**config.mk**
```make
export PLATFORM = sky130hd
export DESIGN_NAME = pipe_hazard_ctrl
export DESIGN_NICKNAME = d
export VERILOG_FILES = /design/src/rtl/pipe_hazard_ctrl.sv
export SDC_FILE = /design/constraint.sdc
export NUM_CORES = 1
export LEC_CHECK = 0
export ABC_AREA = 1
export BUFFER_PORTS_ARGS = -buffer_cell sky130_fd_sc_hd__buf_2
export CORE_MARGIN = 2
export CORE_UTILIZATION = 45
export CTS_CLUSTER_DIAMETER = 30
export DETAILED_ROUTE_END_ITERATION = 10
export PLACE_DENSITY = 0.69
export SLEW_MARGIN = 40
export SYNTH_ARGS = -nofsm -noshare
export SYNTH_HDL_FRONTEND = slang
export SYNTH_SLANG_ARGS = --single-unit
```
**constraint.sdc**
```tcl
create_clock -name clk -period 3.5 [get_ports clk]
set_clock_uncertainty 0.15 [all_clocks]
set_input_delay 0.175 -clock clk [delete_from_list [all_inputs] [get_ports clk]]
set_output_delay 0.175 -clock clk [all_outputs]
set_load 0.01 [all_outputs]
```
**src/rtl/pipe_hazard_ctrl.sv**
```systemverilog
// Stall/flush controller for the 5-stage pipeline: detects RAW, MDU and ERET hazards,
// tracks MDU busy time and counts stalled cycles (saturating).
module pipe_hazard_ctrl #(
  parameter int unsigned MULT_CYCLES = 5,
  parameter int unsigned DIV_CYCLES  = 10
) (
  input  logic        clk,
  input  logic        reset,
  input  logic [4:0]  d_rs_addr,
  input  logic [4:0]  d_rt_addr,
  input  logic [1:0]  d_rs_tuse,
  input  logic [1:0]  d_rt_tuse,
  input  logic        d_is_md,
  input  logic        d_is_eret,
  input  logic [4:0]  e_wa,
  input  logic [1:0]  e_tnew,
  input  logic [4:0]  m_wa,
  input  logic [1:0]  m_tnew,
  input  logic        e_md_start,
  input  logic        e_md_is_div,
  input  logic        e_mtc0_epc,
  input  logic        m_mtc0_epc,
  input  logic        req,
  output logic        f_en,
  output logic        d_en,
  output logic        e_flush,
  output logic        stall,
  output logic        md_busy,
  output logic [31:0] stall_cnt
);

  logic [3:0]  md_cnt_q, md_cnt_d;
  logic [31:0] stall_cnt_q, stall_cnt_d;
  logic        haz_rs, haz_rt, haz_md, haz_eret;
  logic        busy_int, stall_int;

  function automatic logic raw_hit(input logic [4:0] addr, input logic [1:0] tuse,
                                   input logic [4:0] ewa, input logic [1:0] etn,
                                   input logic [4:0] mwa, input logic [1:0] mtn);
    return (addr != 5'd0) &&
           (((ewa == addr) && (etn > tuse)) || ((mwa == addr) && (mtn > tuse)));
  endfunction

  always_comb begin
    haz_rs    = raw_hit(d_rs_addr, d_rs_tuse, e_wa, e_tnew, m_wa, m_tnew);
    haz_rt    = raw_hit(d_rt_addr, d_rt_tuse, e_wa, e_tnew, m_wa, m_tnew);
    busy_int  = (md_cnt_q != 4'd0) && !reset;
    haz_md    = d_is_md && (busy_int || e_md_start);
    haz_eret  = d_is_eret && (e_mtc0_epc || m_mtc0_epc);
    // req masks the stall so the exception vector can be fetched; reset forces the idle view
    stall_int = (haz_rs || haz_rt || haz_md || haz_eret) && !req && !reset;
  end

  always_comb begin
    md_cnt_d = md_cnt_q;
    if (e_md_start && !req && (md_cnt_q == 4'd0)) begin
      md_cnt_d = e_md_is_div ? 4'(DIV_CYCLES) : 4'(MULT_CYCLES);
    end else if (md_cnt_q != 4'd0) begin
      md_cnt_d = md_cnt_q - 4'd1;
    end
  end

  always_comb begin
    stall_cnt_d = stall_cnt_q;
    if (stall_int && (stall_cnt_q != '1)) begin
      stall_cnt_d = stall_cnt_q + 32'd1;
    end
  end

  always_ff @(posedge clk) begin
    if (reset) begin
      md_cnt_q    <= '0;
      stall_cnt_q <= '0;
    end else begin
      md_cnt_q    <= md_cnt_d;
      stall_cnt_q <= stall_cnt_d;
    end
  end

  assign stall     = stall_int;
  assign f_en      = ~stall_int;
  assign d_en      = ~stall_int;
  assign e_flush   = stall_int;
  assign md_busy   = busy_int;
  assign stall_cnt = stall_cnt_q;

endmodule

```
==> key figures <==
Power
  • Leak: 1.968 nW
  • Flop pwr share: 42.2%
  • P_sw: 0.3625 mW
  • Switch share: 33.82%
  • Logic pwr share: 28.8%
  • Power per cell area: 292.5 nW/um2
  • Internal power: 0.7093 mW
  • Clock Power Share: 29.0%
  • Maximum vdd drop: 304.2 uV

Timing
  • Final WS setup: 0.6236 ns
  • TNS Setup: 0 ns
  • Finish-stage setup viols: 0
  • Post-route minimum period: 2.876 ns
  • Relative slew slack: 44.87%
  • Worst-margin pin slew: 0.8249 ns
  • Max Transition Viols Final: 0
  • Tcrit/Tclk final: 82.18%
  • RSZ-0062 raised after global routing: false
  • Hold Fails Final Rpt: 0
  • Fmax: 347.7 MHz

Outcome
  • Outcome: completed

Layout
  • Area growth, synth to finish: 15.68%
  • Final net count: 669
  • Multi-input combinational cell area: 1839 um2
  • Storage element area: 720.7 um2
  • Layout cells sized above 1: 19.13%
  • N_diodes: 0
  • Layout fillers: 726
  • Final Core Density: 53.94%

Place
  • Final GP Congestion: 0.8543
  • Post-DP HPWL: 5833 um
  • I/O Buffers: 73
  • Setup WS pre-CTS: 0.8779 ns

Route
  • ANT nets after route: 0
  • Drt first pass iters: 5
  • Wire per inst: 10.47 um
  • Final WL: 7521 um
  • Initial drt markers: 187
  • # DRC: 0
  • DR vias: 3404
  • DR vias/cell: 4.741

GRT
  • All-layer global routing usage: 21.01%
  • First-pass GRT wire length: 13430 um
  • Grt total ovfl: 0
  • Vias in the first global route: 3198
  • Initial antenna violation count: 0
  • Largest net degree at the start of global routing: 41

Floorplanning
  • Die W: 87.91 um
  • Die Y: 87.91 um
  • Effective utilization at floorplan: 46.63%
  • Die area: 7727 um2
  • Core Rows: 30
  • Num ports: 74
  • Core area: 6794 um2

Logic synthesis
  • Top FF cell, synth: dfxtp_1
  • FFs w/ async S/R, synth: 0%
  • Netlist Area Pre-Place: 3168 um2
  • Area leader, netlist: dfxtp_1
  • Top post-synthesis cells by count: nand2_1 (147), inv_1 (127), nor2_1 (66)
  • Post-Syn Nets: 605
  • Register area share after synthesis: 22.75%
  • Synth Area per Inst: 5.688 um2
  • Post-synth top area share: 22.75%
  • Post-synth EDFFs: 0
  • Cell count after synthesis: 557
  • Synthesized flop and latch total: 36
  • Synth cell types: 31
  • Yosys synthesis warning count: 0
  • Most frequent cell after synthesis: nand2_1
  • Most area-consuming cells after synthesis: dfxtp_1 (23%), nand2_1 (17%), inv_1 (15%)

Min path
  • Worst hold stages: 3
  • HP Class: in -> reg

Critical path
  • Crit-path max cell delay: 0.59 ns
  • Critical Path RT: 3.17 ns
  • Worst-case reg-to-reg path depth: 12
  • Crit Path Category: reg -> out
  • CP most frequent cell: nand2_1
  • Critical Path AT: 2.55 ns
  • Startpoint types: flip-flop
  • Setup crit end kind: output port
  • Slowest cell on crit path: nand3_2
  • Worst Path Max Fanout: 35
  • CP cell instances: inv_1 -> ha_1 -> nand3_1 -> nand2_1 -> nand2_1 -> a21oi_1 -> nand3_2 -> nand2_1 -> inv_1 -> buf_2

Clock network
  • Post-CTS Setup Bufs: 0
  • Maximum level of the CTS H-tree: 2
  • Root Driver: clkbuf_8
  • CTS buffer count: 5
  • Reg clk slew, reported paths: 0.07 ns
  • Clk buf depth: 2
  • Post-CTS Resized: 0
  • Worst skew pair latency: 0.29 ns
  • CTS tree: built
  • Sink Count: 36
  • CTS Hold Buffers Added: 0

Job
  • Maxcap violations: 0
==> power groups by stage <==
stage	combinational (mW)	sequential [mW]	clock, mW
after floorplan	0.231	0.457	0
after global placement	0.298	0.460	0
after detailed placement	0.308	0.460	0
after CTS	0.309	0.452	0.325
after global routing	0.354	0.455	0.345
final	0.309	0.452	0.311
==> final cells by class <==
type,count,share of cell area [%]
clock buffers,6,2.253
multi-input cells,370,50.19
well taps,96,3.278
clock inverters,2,0.2731
flip-flops and latches,36,19.67
inverters,133,13.62
repair buffers,75,10.72
==> per-layer routing <==
layer  up-vias  GRT usage, %  share of wire [%]
met5         -             0                  0
met4         0         5.175                1.1
met1      1483         26.68                 47
li1       1828             -                  -
met3        11         2.828                4.0
met2        82         37.47                 47
==> cell families after synthesis <==
| kind of cell | share of synthesized area, % |
|---|---|
| fa+ha+maj | 4.344 |
| simple gates | 48.46 |
| buf+inv | 19.43 |
| flops | 22.75 |
| compound gates | 3.081 |
| xor+xnor | 1.935 |
==> state kept, by name, summed over array words and instances (netlist names) <==
| name | count |
|---|---|
| md_cnt_q | 4 |
| stall_cnt | 32 |
==> layout by cell type, fill, tap and decap left out, types with 2 or more instances in the layout <==
| master | synthesis | layout |
|---|---|---|
| nor2_4 | 1 | 2 |
| clkbuf_8 | 0 | 6 |
| ha_1 | 11 | 11 |
| nor2_2 | 13 | 13 |
| nand4_1 | 36 | 36 |
| xnor2_1 | 2 | 2 |
| nand2_2 | 5 | 5 |
| nor3_2 | 2 | 2 |
| nor2_1 | 66 | 65 |
| inv_2 | 6 | 6 |
| nand3_1 | 49 | 49 |
| nand2_1 | 147 | 147 |
| clkinv_2 | 0 | 2 |
| dfxtp_1 | 36 | 36 |
| o21ai_0 | 6 | 6 |
| a21oi_1 | 6 | 6 |
| inv_1 | 127 | 127 |
| xor2_1 | 5 | 5 |
| buf_2 | 9 | 73 |
| nor3_1 | 6 | 6 |
| nand3_2 | 6 | 6 |
==> stage by stage <==
stage | std cells | cell area, um2 | total power [mW] | hold WS [ns]
floorplan | 557 | 3168 | 0.6872 | 0.1985
global placement | 710 | 3572 | 0.7580 | 0.3409
detailed placement | 710 | 3572 | 0.7679 | 0.3426
CTS | 718 | 3665 | 1.087 | 0.03287
global route | 718 | 3665 | 1.154 | 0.1002
finish | 718 | 3665 | 1.072 | 0.03885
==> path summary, 6_finish.rpt <==
kind	startpoint	to	slack, ns
worst min register to register	md_cnt_q[0]	md_cnt_q[0]	0.37
worst max register to register	md_cnt_q[0]	stall_cnt[9]	0.85
worst max-delay path	md_cnt_q[0]	e_flush	0.62
worst min-delay path	e_md_is_div	md_cnt_q[3]	0.04
==> critical path, delay by kind of cell, from the launching register on <==
family                     cells  cell delay (ns)
and+or+nand+nor                5             1.21
DFF                            1             0.34
buffers and inverters          3             0.30
AOI/OAI and AO/OA              1             0.24
adders and majority gates      1             0.17
No activity file was read; power rests on OpenSTA's default activity.
